`config.mk`:
```
export PLATFORM = sky130hd
export DESIGN_NAME = cen_frac_gen
export DESIGN_NICKNAME = d
export VERILOG_FILES = /design/src/rtl/cen_frac_gen.sv
export SDC_FILE = /design/constraint.sdc
export NUM_CORES = 1
export LEC_CHECK = 0
export ABC_AREA = 1
export BUFFER_PORTS_ARGS = -buffer_cell sky130_fd_sc_hd__buf_2
export CAP_MARGIN = 40
export CORE_UTILIZATION = 60
export CTS_CLUSTER_DIAMETER = 30
export CTS_CLUSTER_SIZE = 14
export DETAILED_ROUTE_END_ITERATION = 8
export HOLD_SLACK_MARGIN = 0.02
export PLACE_DENSITY = 0.8
export SLEW_MARGIN = 20
export SYNTH_ARGS = -nofsm -noshare
export SYNTH_HDL_FRONTEND = slang
export SYNTH_SLANG_ARGS = --single-unit
```
`constraint.sdc`:
```
create_clock -name clk_sys -period 3.8 [get_ports clk_sys]
set_input_delay 0.38 -clock clk_sys [delete_from_list [all_inputs] [get_ports clk_sys]]
set_output_delay 0.38 -clock clk_sys [all_outputs]
set_load 0.05 [all_outputs]
```
`src/rtl/cen_frac_gen.sv`:
```
// cen_frac_gen: runtime-programmable fractional clock-enable generator.
// Each channel emits `cen` at an average rate of num/den of clk_sys, plus a
// half-rate companion `cen_half` that fires on every other `cen` pulse.
// New ratios are written into a shadow and swapped in at a pulse boundary, so
// a running channel never produces a short or stretched period.
// Optional feature macro: CEN_FRAC_STATS_EN adds per-channel saturating pulse
// counters readable through stat_ch/stat_cnt. Without it, stat_cnt reads 0.
module cen_frac_gen #(
    parameter int CHANNELS = 3,
    parameter int ACC_W    = 16,
    localparam int CH_W    = (CHANNELS > 1) ? $clog2(CHANNELS) : 1
) (
    input  logic                clk_sys,
    input  logic                reset_n,
    input  logic                run,
    input  logic                sync,
    input  logic                cfg_wr,
    input  logic [CH_W-1:0]     cfg_ch,
    input  logic [ACC_W-1:0]    cfg_num,
    input  logic [ACC_W-1:0]    cfg_den,
    output logic                cfg_ack,
    output logic [CHANNELS-1:0] cen,
    output logic [CHANNELS-1:0] cen_half,
    input  logic [CH_W-1:0]     stat_ch,
    output logic [15:0]         stat_cnt
);

    logic ack_reg;

    // Acknowledge every write that targets an existing channel.
    always_ff @(posedge clk_sys or negedge reset_n) begin
        if (!reset_n) begin
            ack_reg <= 1'b0;
        end else begin
            ack_reg <= cfg_wr && (32'(cfg_ch) < CHANNELS);
        end
    end

    assign cfg_ack = ack_reg;

`ifdef CEN_FRAC_STATS_EN
    logic [15:0] stat_arr [CHANNELS];
`endif

    genvar gi;
    generate
        for (gi = 0; gi < CHANNELS; gi++) begin : g_ch
            logic [ACC_W-1:0] acc_reg, acc_next;
            logic [ACC_W-1:0] num_reg, num_next;
            logic [ACC_W-1:0] den_reg, den_next;
            logic [ACC_W-1:0] sh_num_reg, sh_num_next;
            logic [ACC_W-1:0] sh_den_reg, sh_den_next;
            logic             pend_reg, pend_next;
            logic             ht_reg, ht_next;
            logic             cen_reg, cen_next;
            logic             half_reg, half_next;
            logic [ACC_W-1:0] eff_den;
            logic [ACC_W:0]   sum;
            logic             idle;
            logic             fire;
            logic             wr_hit;

            assign wr_hit  = cfg_wr && (cfg_ch == CH_W'(gi));
            assign idle    = (num_reg == '0);
            // A zero denominator behaves as den = num, i.e. a pulse every cycle.
            assign eff_den = (den_reg == '0) ? num_reg : den_reg;
            // acc < den and num < den in the normal path, so this never overflows.
            assign sum     = {1'b0, acc_reg} + {1'b0, num_reg};

            // Accumulator step, pulse generation and shadow/apply handling.
            always_comb begin
                acc_next    = acc_reg;
                num_next    = num_reg;
                den_next    = den_reg;
                sh_num_next = sh_num_reg;
                sh_den_next = sh_den_reg;
                pend_next   = pend_reg;
                ht_next     = ht_reg;
                cen_next    = 1'b0;
                half_next   = 1'b0;
                fire        = 1'b0;

                if (sync) begin
                    // Realign: restart phase, force any pending ratio in now.
                    // A write on this same edge takes effect immediately too.
                    acc_next  = '0;
                    ht_next   = 1'b0;
                    pend_next = 1'b0;
                    if (wr_hit) begin
                        sh_num_next = cfg_num;
                        sh_den_next = cfg_den;
                        num_next    = cfg_num;
                        den_next    = cfg_den;
                    end else if (pend_reg) begin
                        num_next = sh_num_reg;
                        den_next = sh_den_reg;
                    end
                end else begin
                    if (run && !idle) begin
                        if (num_reg >= eff_den) begin
                            // Ratio of one or more saturates to every cycle.
                            fire     = 1'b1;
                            acc_next = '0;
                        end else if (sum >= {1'b0, eff_den}) begin
                            fire     = 1'b1;
                            acc_next = ACC_W'(sum - {1'b0, eff_den});
                        end else begin
                            acc_next = sum[ACC_W-1:0];
                        end
                    end

                    cen_next  = fire;
                    half_next = fire && !ht_reg;
                    if (fire) begin
                        ht_next = !ht_reg;
                    end

                    // Swap ratios only at a pulse boundary, or whenever the
                    // channel is not producing pulses anyway.
                    if (pend_reg && (fire || idle || !run)) begin
                        num_next  = sh_num_reg;
                        den_next  = sh_den_reg;
                        acc_next  = '0;
                        pend_next = 1'b0;
                    end

                    // Latest write wins; it re-arms pending even on an apply edge.
                    if (wr_hit) begin
                        sh_num_next = cfg_num;
                        sh_den_next = cfg_den;
                        pend_next   = 1'b1;
                    end
                end
            end

            // Channel state registers; reset leaves the channel idle.
            always_ff @(posedge clk_sys or negedge reset_n) begin
                if (!reset_n) begin
                    acc_reg    <= '0;
                    num_reg    <= '0;
                    den_reg    <= ACC_W'(1);
                    sh_num_reg <= '0;
                    sh_den_reg <= ACC_W'(1);
                    pend_reg   <= 1'b0;
                    ht_reg     <= 1'b0;
                    cen_reg    <= 1'b0;
                    half_reg   <= 1'b0;
                end else begin
                    acc_reg    <= acc_next;
                    num_reg    <= num_next;
                    den_reg    <= den_next;
                    sh_num_reg <= sh_num_next;
                    sh_den_reg <= sh_den_next;
                    pend_reg   <= pend_next;
                    ht_reg     <= ht_next;
                    cen_reg    <= cen_next;
                    half_reg   <= half_next;
                end
            end

            assign cen[gi]      = cen_reg;
            assign cen_half[gi] = half_reg;

`ifdef CEN_FRAC_STATS_EN
            logic [15:0] cnt_reg, cnt_next;

            // Saturating pulse counter, cleared by sync.
            always_comb begin
                cnt_next = cnt_reg;
                if (sync) begin
                    cnt_next = '0;
                end else if (cen_next && (cnt_reg != 16'hFFFF)) begin
                    cnt_next = cnt_reg + 16'd1;
                end
            end

            // Counter register.
            always_ff @(posedge clk_sys or negedge reset_n) begin
                if (!reset_n) begin
                    cnt_reg <= '0;
                end else begin
                    cnt_reg <= cnt_next;
                end
            end

            assign stat_arr[gi] = cnt_reg;
`endif
        end
    endgenerate

`ifdef CEN_FRAC_STATS_EN
    logic [15:0] stat_reg;

    // Registered readout of the selected channel's counter.
    always_ff @(posedge clk_sys or negedge reset_n) begin
        if (!reset_n) begin
            stat_reg <= '0;
        end else if (32'(stat_ch) < CHANNELS) begin
            stat_reg <= stat_arr[stat_ch];
        end else begin
            stat_reg <= '0;
        end
    end

    assign stat_cnt = stat_reg;
`else
    logic unused_stat_ch;
    assign unused_stat_ch = ^stat_ch;
    assign stat_cnt       = '0;
`endif

endmodule

```
=== After elaboration in Yosys (flattened, before gate mapping) ===
Index checks and enable logic that the tools add are counted.

* Register bits: 253
* Output and inout port bits: 23
* Word-level logic and storage cells: 169

* Add/sub/neg operators: 6
* $lt $le $gt $ge: 7
* Equal/unequal tests: 5
* Muxes and demuxes: 75
* Reductions and logical operators: 48

{| class="wikitable"
|+ Operator list
! cell !! count
|-
| 2-to-1 mux 16 bit || 42
|-
| logical NOT 16 bit || 6
|-
| adder 16 x 16 -> 17 bit || 3
|-
| greater-or-equal comparator 17 x 16 -> 1 bit || 3
|-
| greater-or-equal comparator 16 bit || 3
|-
| subtractor 16 bit || 3
|-
| 2-to-1 mux 1 bit || 33
|-
| nonzero test 3 bit || 6
|-
| logical AND 1 bit || 13
|-
| nonzero test 2 bit || 6
|-
| != test 3 x 1 -> 1 bit, second input constant || 3
|-
| logical NOT 1 bit || 7
|-
| logical OR 1 bit || 6
|-
| AND reduction 2 bit || 3
|-
| == test 2 x 1 -> 1 bit, second input constant || 1
|-
| == test 2 bit, second input constant || 1
|-
| logical NOT 2 bit || 1
|-
| < comparator 2 bit, second input constant || 1
|}

=== Longest topological paths before layout ===
Gate-level depths: netlist (run 1).

* Word-level depth: 13
* Depth in mapped cells: 30

=== Worst setup path after synthesis (run 1) ===
OpenSTA, ideal clock, no wires.

* Path kind: reg-to-reg
* From: register g_ch[2].num_reg[0]
* To: register g_ch[2].num_reg[10]
* Setup time: 0.117 ns
* Data arrival time: 3.276 ns
* Required time: 3.683 ns
* Slack: 0.407 ns
* Cell stages (with the launch flop): 24
* Cells stage by stage: dfrtp_1 -> ha_1 -> fa_1 -> nand3_1 -> nand3_1 -> nand3_1 -> nand3_1 -> or2_2 -> nand2_1 -> inv_1 -> ha_1 -> nand2_1 -> nor2_1 -> and3_1 -> nand2_1 -> nand2_1 -> nand2_1 -> nand2_1 -> o21bai_2 -> nand2_2 -> buf_6 -> buf_6 -> nand3_1 -> nand2_1

* Cells in the longest elaborated chain, start to end: 11

{| class="wikitable"
|+ Ends and longest elaborated chain
! what !! line !! text
|-
| start: declaration || 49 || <nowiki>logic [ACC_W-1:0] num_reg, num_next;</nowiki>
|-
| start signal: assignment || 150 || <nowiki>num_reg <= num_next;</nowiki>
|-
| adder 16 x 16 -> 17 bit / 2-to-1 mux 16 bit (equally long branches) || 68, 66 ||
|-
| greater-or-equal comparator 17 x 16 -> 1 bit || 104 || <nowiki>end else if (sum >= {1'b0, eff_den}) begin</nowiki>
|-
| 2-to-1 mux 1 bit || 104 ||
|-
| 2-to-1 mux 1 bit || 100 || <nowiki>if (num_reg >= eff_den) begin</nowiki>
|-
| 2-to-1 mux 1 bit || 99 || <nowiki>if (run && !idle) begin</nowiki>
|-
| 2-to-1 mux 1 bit || 83 || <nowiki>if (sync) begin</nowiki>
|-
| logical OR 1 bit (*) (2 in a row) || 120 || <nowiki>if (pend_reg && (fire || idle || !run)) begin</nowiki>
|-
| logical AND 1 bit (*) || 120 ||
|-
| nonzero test 2 bit (no source line) (*) || n/a ||
|-
| AND reduction 2 bit (no source line) (*) || n/a ||
|}

Mark *: on every way between the ends. The rest lies on a longest branch, timed or not. The select of a mux whose other input is x is not followed.
A chain may end at the register's enable or synchronous reset.

=== Final worst setup path (run 1) ===
* From: register g_ch[0].num_reg[10]
* To: register g_ch[0].num_reg[15]

* Cells in the longest elaborated chain, start to end: 11

{| class="wikitable"
|+ Ends and longest elaborated chain
! what !! line
|-
| start: declaration || 49
|-
| start signal: assignment || 150
|-
| adder 16 x 16 -> 17 bit / 2-to-1 mux 16 bit (equally long branches) || 68, 66
|-
| greater-or-equal comparator 17 x 16 -> 1 bit || 104
|-
| 2-to-1 mux 1 bit || 104
|-
| 2-to-1 mux 1 bit || 100
|-
| 2-to-1 mux 1 bit || 99
|-
| 2-to-1 mux 1 bit || 83
|-
| logical OR 1 bit (*) (2 in a row) || 120
|-
| logical AND 1 bit (*) || 120
|-
| nonzero test 2 bit (no source line) (*) || n/a
|-
| AND reduction 2 bit (no source line) (*) || n/a
|}

Marks and branches as above.

==> flow_metrics.py, run 1 <==
metrics = {
    "clock_tree": {
        "numCtsBuffers": 66,
        "path_clk_slew_ns": 0.05,
        "cts_tree": "built",
        "insertion_delay_ns": 0.56,
        "cts-root-buf": "clkbuf_16",
        "cts_sinks": 253,
        "h-tree-depth": 3,
        "cts_buffer_depth": 3,
    },
    "cells_and_area": {
        "syn2layout_area_growth_pct": 19.65,
        "n_antenna_cell": 0,
        "final_util_pct": 73.71,
        "fillers": 2296,
        "design_area_mm2": 0.02272,
        "drive_gt1_share_pct": 14.64,
        "nets": 3061,
    },
    "drt": {
        "first_iter_violations": 2047,
        "avgRoutedWirePerCell_um": 17.15,
        "routed_wl_mm": 56.92,
        "route.detailed.drc": 2,
        "ant_nets": 0,
        "dr.pass1.iters": 8,
        "vias_per_cell": 5.708,
        "vias": 18950,
    },
    "synth": {
        "synth_compound_area_share_pct": 11.70,
        "synthXorXnorAreaFrac_pct": 2.214,
        "yosys-top-cells-area": "dfrtp_1, nand2_1, ha_1",
        "synth_top_family_by_area": "simple AND/OR/NAND/NOR gates",
        "netlist_instances": 2747,
        "synth.distinct_cells": 49,
        "synth-main-ff-cell": "dfrtp_1",
        "yosys.area.top_type": "dfrtp_1",
        "avgSynthCellArea_um2": 6.914,
        "synth_edf_count": 0,
        "synthSimpleGateAreaFrac_pct": 33.02,
        "ys_warn_count": 0,
        "yosysSeqAreaShare_pct": 33.38,
        "synth_top_area_share_pct": 32.54,
        "ys_ff_latch": 253,
        "synthMuxAreaShare_pct": 0.3689,
        "synth_most_common_cell": "nand2_1",
        "async_flop_share_pct": 100.0,
        "synth_area_mm2": 0.01899,
        "netlist_top_cells_count": "nand2_1, inv_1, dfrtp_1, nand3_1, o21ai_0",
        "synthAdderAreaFrac_pct": 10.12,
    },
    "die": {
        "start_util_pct": 61.60,
        "io-pin-count": 64,
        "core-area_mm2": 0.03083,
        "die_area_mm2": 0.03237,
        "die_x_um": 179.9,
        "die_h_um": 179.9,
        "rows": 64,
    },
    "global_route": {
        "antenna_found_initial": 0,
        "grt-ovfl-total": 0,
        "grt_pass1_wl_mm": 91.43,
        "grt_use_total_pct": 35.16,
        "grt_pass1_vias": 18120,
        "grt_max_degree": 98,
    },
    "place": {
        "port_buffers": 45,
        "hpwl_mm": 41.00,
        "post-place-ws_ns": 0.05666,
        "place.gp.congestion": 0.9871,
        "place_area_mm2": 0.01997,
    },
    "sta": {
        "setup_viol": 0,
        "min_period_over_period_pct": 96.48,
        "worst_pin_slew_ns": 0.8037,
        "hold_viol_final": 0,
        "fmaxAchievable_ghz": 0.2728,
        "report.final.slew_viol_count": 0,
        "fin_skew_ns": 0.01797,
        "final.setup.worst_slack_ns": 0.1338,
        "slew_headroom_pct": 46.42,
        "timing.final.crit_period_ns": 3.666,
    },
    "critical_path": {
        "crit_required_ns": 4.30,
        "end_kind": "flip-flop",
        "path_max_fanout": 16,
        "worst-setup-path-type": "reg2reg",
        "critPathLaunchType": "flip-flop",
        "cp.arrival_ns": 4.17,
    },
    "run_status": {
        "failed_checks": "DRC",
        "status": "complete, but fails checks",
    },
    "hold_path": {
        "hp-class": "in2reg",
    },
    "run": {
        "max-cap-violations": 0,
    },
    "power": {
        "power.density_mw_per_mm2": 1096,
        "power_w": 0.02490,
        "vdd_drop_max_v": 0.001142,
        "leakage_nw": 12.43,
    },
}
[cells by family after synthesis]
kind of cell | Yosys count
AND/OR/NAND/NOR | 1492
buffers and inverters | 401
AO/OA/AOI/OAI | 395
flip-flops | 253
adder cells (fa/ha/maj) | 150
XOR/XNOR | 48
multiplexers | 7
other | 1
[metrics by stage]
stage | setup TNS [ns] | instances | hold slack [ns]
3_3_place_gp | 0 | 3187 | 0.4431
3_5_place_dp | 0 | 3188 | 0.4530
6_report | 0 | 3319 | 0.06067
4_1_cts | 0 | 3311 | 0.04151
5_1_grt | -0.4395 | 3319 | 0.06024
2_1_floorplan | 0 | 2762 | 0.08441
[final timing paths]
check	startpoint	to	slack [ns]	cells past startpoint
min in group asynchronous	reset_n	g_ch[2].sh_den_reg[6]$_DFFE_PN0P_	0.47	2
max in group asynchronous	reset_n	g_ch[1].acc_reg[9]$_DFFE_PN0P_	2.33	3
worst min-delay path	cfg_ch[1]	cfg_ack$_DFF_PN0_	0.06	2
worst min register to register	g_ch[2].ht_reg$_DFFE_PN0P_	g_ch[2].half_reg$_DFF_PN0_	0.46	1
worst max-delay path	g_ch[0].num_reg[10]$_DFFE_PN0P_	g_ch[0].num_reg[15]$_DFFE_PN0P_	0.13	21
worst max register to register	g_ch[0].num_reg[10]$_DFFE_PN0P_	g_ch[0].num_reg[15]$_DFFE_PN0P_	0.13	21
[worst max-delay path, stage by stage, from the launching register on]
cell and delay, ns:
dfrtp_1 0.52, ha_2 0.38, a21oi_1 0.20, o21ai_0 0.15
nand3b_1 0.26, nor2_1 0.17, nor2_1 0.08, ha_1 0.36
nand2_1 0.11, inv_1 0.07, nand2_1 0.06, nor2_1 0.06
nand2_1 0.07, nand3_1 0.08, nor2_2 0.16, nand2_4 0.11
o21bai_4 0.18, nand2_4 0.11, nand2_4 0.13, clkbuf_16 0.18
nand2_1 0.07, nand2_1 0.07
[power breakdown]
part / switching [W] / internal (W) / total (W)
registers: 0.000736 / 0.00350 / 0.00424
clock network: 0.00176 / 0.00391 / 0.00567
logic: 0.00921 / 0.00577 / 0.0150
total: 0.0117 / 0.0132 / 0.0249
[cell usage in the layout, fill, tap and decap left out, types with 11 or more instances in the layout]
| cell | n |
|---|---|
| dfrtp_1 | 246 |
| nand3_2 | 25 |
| nand2_2 | 15 |
| buf_4 | 92 |
| nand3b_1 | 24 |
| clkbuf_16 | 71 |
| xor2_1 | 20 |
| nand3_1 | 191 |
| a21oi_2 | 50 |
| conb_1 | 16 |
| nand2_1 | 1045 |
| inv_1 | 272 |
| nor2_1 | 128 |
| o21bai_1 | 15 |
| a21oi_1 | 126 |
| clkinv_2 | 13 |
| buf_2 | 43 |
| ha_1 | 128 |
| o21ai_0 | 170 |
| xnor2_1 | 23 |
| inv_2 | 11 |
| nand4_1 | 11 |
[metal layers]
layer | up-vias | GRT usage (%) | routed length, µm
met5 | - | 0 | 0
met4 | 0 | 13.24 | 1729
met3 | 117 | 6.767 | 4436
met2 | 786 | 58.10 | 26930
met1 | 8954 | 45.69 | 23830
li1 | 9088 | - | -
[layout make-up]
cell class | instances | area, µm² | area share [%]
Clock buffer | 88 | 1898 | 8.353
Clock inverter | 33 | 392.9 | 1.729
Inverter | 289 | 1092 | 4.807
Multi-Input combinational cell | 2108 | 11290 | 49.67
Sequential cell | 253 | 6340 | 27.90
Tap cell | 396 | 495.5 | 2.180
Timing Repair Buffer | 152 | 1217 | 5.358
[repair_timing]
action / in CTS / in global routing
setup endpoints to repair: 0 / 151
endpoints found under the hold margin: 90 / 0
setup buffers: 0 / 6
gates resized for setup: 0 / 82
hold buffers: 2 / 0
No activity file was read; power rests on OpenSTA's default activity.
==> run 2: changes to the inputs <==
CORE_UTILIZATION = 29   (was 60)
HOLD_SLACK_MARGIN = 0.15   (was 0.02)
PLACE_DENSITY = 0.46   (was 0.8)
==> flow_metrics.py, run 2 (same netlist as run 1, synthesis figures left out) <==
metrics = {
    "run_status": {
        "status": "completed",
    },
    "critical_path": {
        "worst_r2r_path_depth": 22,
        "end_kind": "flip-flop",
        "path_max_fanout": 24,
        "worst-r2r-setup-slack_ns": 0.24,
        "crit_required_ns": 4.28,
        "critPathLaunchType": "flip-flop",
        "slowest_stage": "dfrtp_1",
        "worst-setup-path-type": "reg2reg",
        "cpMostUsedCell": "nand2_1",
        "crit_path_max_incr_delay_ns": 0.39,
        "crit_path_cell_trace": "ha_1 -> a21oi_1 -> o21ai_0 -> buf_4 -> nand3b_1 -> xor2_2 -> inv_1 -> ha_4 -> nand2_1 -> inv_2 -> nand2_1 -> nor2_2 -> nand2_1 -> nand3_1 -> nor2_1 -> nand2_4 -> buf_6 -> nand3_1 -> nand3_1 -> nand2_1 -> inv_1 -> nor2_1",
        "cp.arrival_ns": 4.04,
    },
    "drt": {
        "ant_nets": 0,
        "first_iter_violations": 888,
        "avgRoutedWirePerCell_um": 15.60,
        "vias_per_cell": 4.684,
        "vias": 18250,
        "routed_wl_mm": 60.79,
        "route.detailed.drc": 0,
        "dr.pass1.iters": 7,
    },
    "place": {
        "place_area_mm2": 0.02109,
        "place.gp.congestion": 0.8759,
        "dp.cells": 3713,
        "port_buffers": 45,
        "hpwl_mm": 46.44,
    },
    "die": {
        "die_x_um": 257.9,
        "die_area_mm2": 0.06652,
        "start_util_pct": 29.41,
        "rows": 93,
        "core-area_mm2": 0.06458,
        "io-pin-count": 64,
        "die_h_um": 257.9,
    },
    "cells_and_area": {
        "layout.cells.non_filler": 3897,
        "design_area_mm2": 0.02465,
        "drive_gt1_share_pct": 16.97,
        "final_cell_mix": "nand2_1, inv_1, dfrtp_1",
        "multi_input_area_mm2": 0.01142,
        "final_util_pct": 38.17,
        "layout_commonest_cell": "nand2_1",
        "syn2layout_area_growth_pct": 29.80,
        "fillers": 6838,
        "nets": 3170,
        "regArea_mm2": 0.006339,
    },
    "clock_tree": {
        "cts_sinks": 253,
        "h-tree-depth": 3,
        "insertion_delay_ns": 0.62,
        "cts_tree": "built",
        "cts-root-buf": "clkbuf_16",
        "numCtsBuffers": 80,
        "cts_buffer_depth": 3,
        "path_clk_slew_ns": 0.04,
    },
    "global_route": {
        "grt_use_total_pct": 18.27,
        "grt_pass1_vias": 18170,
        "grt_max_degree": 86,
        "grt_pass1_wl_mm": 96.90,
        "antenna_found_initial": 3,
        "grt-ovfl-total": 0,
    },
    "run": {
        "max-cap-violations": 0,
    },
    "sta": {
        "tns_ns": 0,
        "report.final.slew_viol_count": 0,
        "fmaxAchievable_ghz": 0.2809,
        "timing.final.crit_period_ns": 3.560,
        "setup_viol": 0,
        "hold_viol_final": 0,
        "min_period_over_period_pct": 93.68,
        "worst_pin_slew_ns": 0.6566,
        "fin_skew_ns": 0.06007,
        "hold_slack_ns": 0.2750,
        "slew_headroom_pct": 56.22,
    },
    "hold_path": {
        "hp-class": "in2reg",
        "hold_path_depth": 2,
    },
    "power": {
        "power.density_mw_per_mm2": 1069,
        "vdd_drop_max_v": 0.0007737,
        "leakage_nw": 13.05,
    },
}
==> run 2: cell count changes in the layout (fill, tap and decap cells not counted), sizes merged <==
| cell | previous run | this run |
|---|---|---|
| diode | 0 | 1 |
| clkinvlp | 6 | 4 |
| clkbuf | 90 | 114 |
| bufinv | 6 | 7 |
| dlygate4sd3 | 2 | 35 |
| buf | 148 | 211 |
| clkinv | 24 | 23 |
==> run 2: per-layer routing <==
metal / global-route usage (%) / vias to the layer above / routed length (µm)
li1: - / 9303 / -
met1: 25.55 / 8543 / 30180
met2: 28.61 / 328 / 26970
met3: 3.053 / 78 / 2493
met4: 5.703 / 0 / 1153
met5: 0 / - / 0
==> run 2: path summary, 6_finish.rpt <==
kind                                           startpoint                               to
min in group asynchronous                         reset_n                cfg_ack$_DFF_PN0_
min reg2reg                g_ch[2].den_reg[0]$_DFFE_PN1P_   g_ch[2].den_reg[0]$_DFFE_PN1P_
max in group asynchronous                         reset_n   g_ch[2].den_reg[0]$_DFFE_PN1P_
min                                                  sync        g_ch[2].cen_reg$_DFF_PN0_
max reg2reg                g_ch[0].num_reg[6]$_DFFE_PN0P_  g_ch[0].acc_reg[14]$_DFFE_PN0P_
max                        g_ch[0].num_reg[6]$_DFFE_PN0P_  g_ch[0].acc_reg[14]$_DFFE_PN0P_
==> run 2: report_power, final <==
part           switching (W)  internal (W)
logic                0.00939       0.00634
registers           0.000610       0.00350
clock network        0.00191       0.00460
==> run 2: area by class of cell <==
class	instances	share of cell area, %
clock inverter	30	1.700
antenna	1	0.01015
inverter	289	4.421
multi-input combinational	2108	46.31
sequential	253	25.71
timing repair inverter	1	0.03045
clock buffer	114	9.247
tap	855	4.339
timing repair buffer	246	8.232
==> run 2: critical path, delay by kind of cell (launching register included) <==
family	cells	cell delay, ns
DFF	1	0.39
AOI/OAI and AO/OA	2	0.28
and+or+nand+nor	12	1.28
buffers and inverters	5	0.60
adders and majority gates	2	0.63
xor gates and xnor gates	1	0.26
==> run 2: timing repair <==
| action | 4_1_cts | 5_1_grt |
|---|---|---|
| hold endpoints to repair | 121 | 0 |
| gates cloned | 1 | 1 |
| pin swaps | 0 | 14 |
| endpoints found under the setup margin | 44 | 154 |
| setup buffers | 0 | 2 |
| gates resized for setup | 10 | 90 |
| hold buffers | 35 | 0 |
==> run 2: metrics by stage <==
| stage | setup WS (ns) | total power [W] |
|---|---|---|
| final | 0.2400 | 0.02634 |
| after global routing | -0.0007132 | 0.02886 |
| after CTS | 0.02517 | 0.02603 |
| after detailed placement | -0.01597 | 0.01922 |
| after global placement | -0.03781 | 0.01907 |
| after floorplan | 0.4067 | 0.01446 |
==> run 3: changes to the inputs <==
RECOVER_POWER = 100   (was unset)
==> flow_metrics.py, run 3 (same netlist as run 1, synthesis figures left out) <==
metrics = {
    "sta": {
        "fmaxAchievable_ghz": 0.2803,
        "slew_headroom_pct": -40.82,
        "hold_viol_final": 0,
        "fin_skew_ns": 0.05892,
        "worst_pin_slew_ns": 2.112,
        "timing.final.crit_period_ns": 3.568,
        "final.setup.worst_slack_ns": 0.2318,
        "min_period_over_period_pct": 93.90,
        "report.final.slew_viol_count": 163,
        "setup_viol": 0,
    },
    "power": {
        "clockPowerShare_pct": 24.7,
        "power_w": 0.02634,
        "pwr-share-comb_pct": 59.6,
        "p_seq_share_pct": 15.6,
        "power.density_mw_per_mm2": 1071,
        "p_int_w": 0.01443,
        "p_switching_w": 0.01191,
        "vdd_drop_max_v": 0.0007717,
        "switching_share_pct": 45.21,
        "leakage_nw": 13.00,
    },
    "clock_tree": {
        "path_clk_slew_ns": 0.04,
        "insertion_delay_ns": 0.62,
        "numCtsBuffers": 80,
        "cts-root-buf": "clkbuf_16",
        "cts_tree": "built",
        "cts_sinks": 253,
        "h-tree-depth": 3,
        "cts_buffer_depth": 3,
    },
    "global_route": {
        "grt-ovfl-total": 0,
        "grt_pass1_vias": 18170,
        "antenna_found_initial": 3,
        "grt_max_degree": 86,
        "grt_pass1_wl_mm": 96.90,
        "grt_use_total_pct": 18.27,
    },
    "critical_path": {
        "path_max_fanout": 14,
        "critPathLaunchType": "flip-flop",
        "crit_start": "g_ch[2].num_reg[0]$_DFFE_PN0P_",
        "worst-setup-path-type": "reg2reg",
        "cp.arrival_ns": 4.03,
        "reg2reg_to": "g_ch[2].acc_reg[15]$_DFFE_PN0P_",
        "worst_r2r_path_depth": 21,
        "crit_path_end": "g_ch[2].acc_reg[15]$_DFFE_PN0P_",
        "crit_required_ns": 4.26,
        "crit_path_cell_trace": "ha_4 -> fa_2 -> nand3_1 -> nand3_2 -> nand3_1 -> nand3_2 -> or2_2 -> nand2_2 -> inv_1 -> ha_4 -> nand2_1 -> nor2_2 -> and3_1 -> nand2_1 -> nand2_1 -> nand2_1 -> nand2_2 -> o21bai_4 -> nand2_4 -> clkbuf_4 -> a21oi_2",
        "cpMostUsedCell": "nand2_1",
        "slowest_stage": "dfrtp_1",
        "rr_startpoint": "g_ch[2].num_reg[0]$_DFFE_PN0P_",
        "crit_path_max_incr_delay_ns": 0.42,
        "end_kind": "flip-flop",
        "worst-r2r-setup-slack_ns": 0.23,
    },
    "place": {
        "place_area_mm2": 0.02109,
        "hpwl_mm": 46.44,
        "port_buffers": 45,
        "place.gp.congestion": 0.8759,
        "dp.cells": 3713,
        "post-place-ws_ns": -0.01597,
    },
    "die": {
        "start_util_pct": 29.41,
        "die_h_um": 257.9,
        "rows": 93,
        "die_area_mm2": 0.06652,
        "io-pin-count": 64,
        "die_x_um": 257.9,
        "core-area_mm2": 0.06458,
    },
    "cells_and_area": {
        "syn2layout_area_growth_pct": 29.42,
        "final_util_pct": 38.06,
        "drive_gt1_share_pct": 16.38,
        "nets": 3170,
        "design_area_mm2": 0.02458,
        "layout.cells.non_filler": 3897,
        "final_cell_mix": "nand2_1, inv_1, dfrtp_1",
        "layout_commonest_cell": "nand2_1",
        "fillers": 6850,
    },
    "run_status": {
        "failed_checks": "capacitance limit, slew limit",
        "status": "complete, but fails checks",
    },
    "drt": {
        "vias_per_cell": 4.690,
        "dr.pass1.iters": 7,
        "vias": 18280,
        "routed_wl_mm": 60.79,
        "first_iter_violations": 860,
        "ant_nets": 0,
        "route.detailed.drc": 0,
        "avgRoutedWirePerCell_um": 15.60,
    },
    "run": {
        "max-cap-violations": 3,
    },
    "hold_path": {
        "hp-class": "in2reg",
    },
}
run 3: cell count changes in the layout (fill, tap and decap cells not counted), sizes merged:
cell,delta
clkbuf,+17
buf,-17
run 3: power groups by stage:
stage	combinational, W	sequential, W	clock [W]
2_1_floorplan	0.0104	0.00402	0
3_5_place_dp	0.0151	0.00413	0
4_1_cts	0.0153	0.00411	0.00665
6_report	0.0157	0.00411	0.00651
3_3_place_gp	0.0149	0.00412	0
5_1_grt	0.0178	0.00422	0.00682
run 3: critical path: cells and delay by family (launching register included):
family	cells	cell delay (ns)
AO/OA/AOI/OAI	2	0.14
AND/OR/NAND/NOR	14	1.59
adder cells (fa/ha/maj)	3	0.85
buffers and inverters	2	0.40
flip-flops	1	0.42
run 3: through the flow:
| stage | setup TNS [ns] | hold slack [ns] |
|---|---|---|
| 2_1_floorplan | 0 | 0.08441 |
| 3_3_place_gp | -0.1294 | 0.4237 |
| 3_5_place_dp | -0.05253 | 0.4090 |
| 4_1_cts | 0 | 0.2318 |
| 5_1_grt | -0.005494 | 0.2671 |
| 6_report | 0 | 0.2746 |
run 3: cell type report:
type | instances | area, µm² | area share (%)
Inverter | 289 | 1090 | 4.434
Clock buffer | 114 | 2280 | 9.275
Timing Repair inverter | 1 | 7.507 | 0.03054
Antenna cell | 1 | 2.502 | 0.01018
Multi-Input combinational cell | 2108 | 11400 | 46.37
Tap cell | 855 | 1070 | 4.352
Sequential cell | 253 | 6339 | 25.79
Clock inverter | 30 | 419.2 | 1.705
Timing Repair Buffer | 246 | 1976 | 8.038
run 3: how the worst min path moves through the flow:
| stage | start | end | depth (start not counted) |
|---|---|---|---|
| final | sync | g_ch[2].cen_reg$_DFF_PN0_ | 2 |
| after global routing | sync | g_ch[2].cen_reg$_DFF_PN0_ | 2 |
| after CTS | sync | g_ch[2].cen_reg$_DFF_PN0_ | 2 |
| after floorplan | reset_n | cfg_ack$_DFF_PN0_ | 0 |
| after global placement | reset_n | cfg_ack$_DFF_PN0_ | 1 |
| after detailed placement | reset_n | cfg_ack$_DFF_PN0_ | 1 |
run 3: what timing repair did:
action | CTS | global route
setup endpoints to repair | 44 | 154
hold endpoints to repair | 121 | 0
gates resized for setup | 10 | 90
buffers inserted | 0 | 2
pin swaps | 0 | 14
hold buffers | 35 | 0
cloned | 1 | 1
run 3: layer usage:
layer / part of all wire, % / GRT usage (%) / vias to the layer above
met5: 0 / 0 / -
met4: 1.9 / 5.703 / 0
li1: - / - / 9305
met3: 4.2 / 3.053 / 78
met1: 50 / 25.55 / 8548
met2: 44 / 28.61 / 344
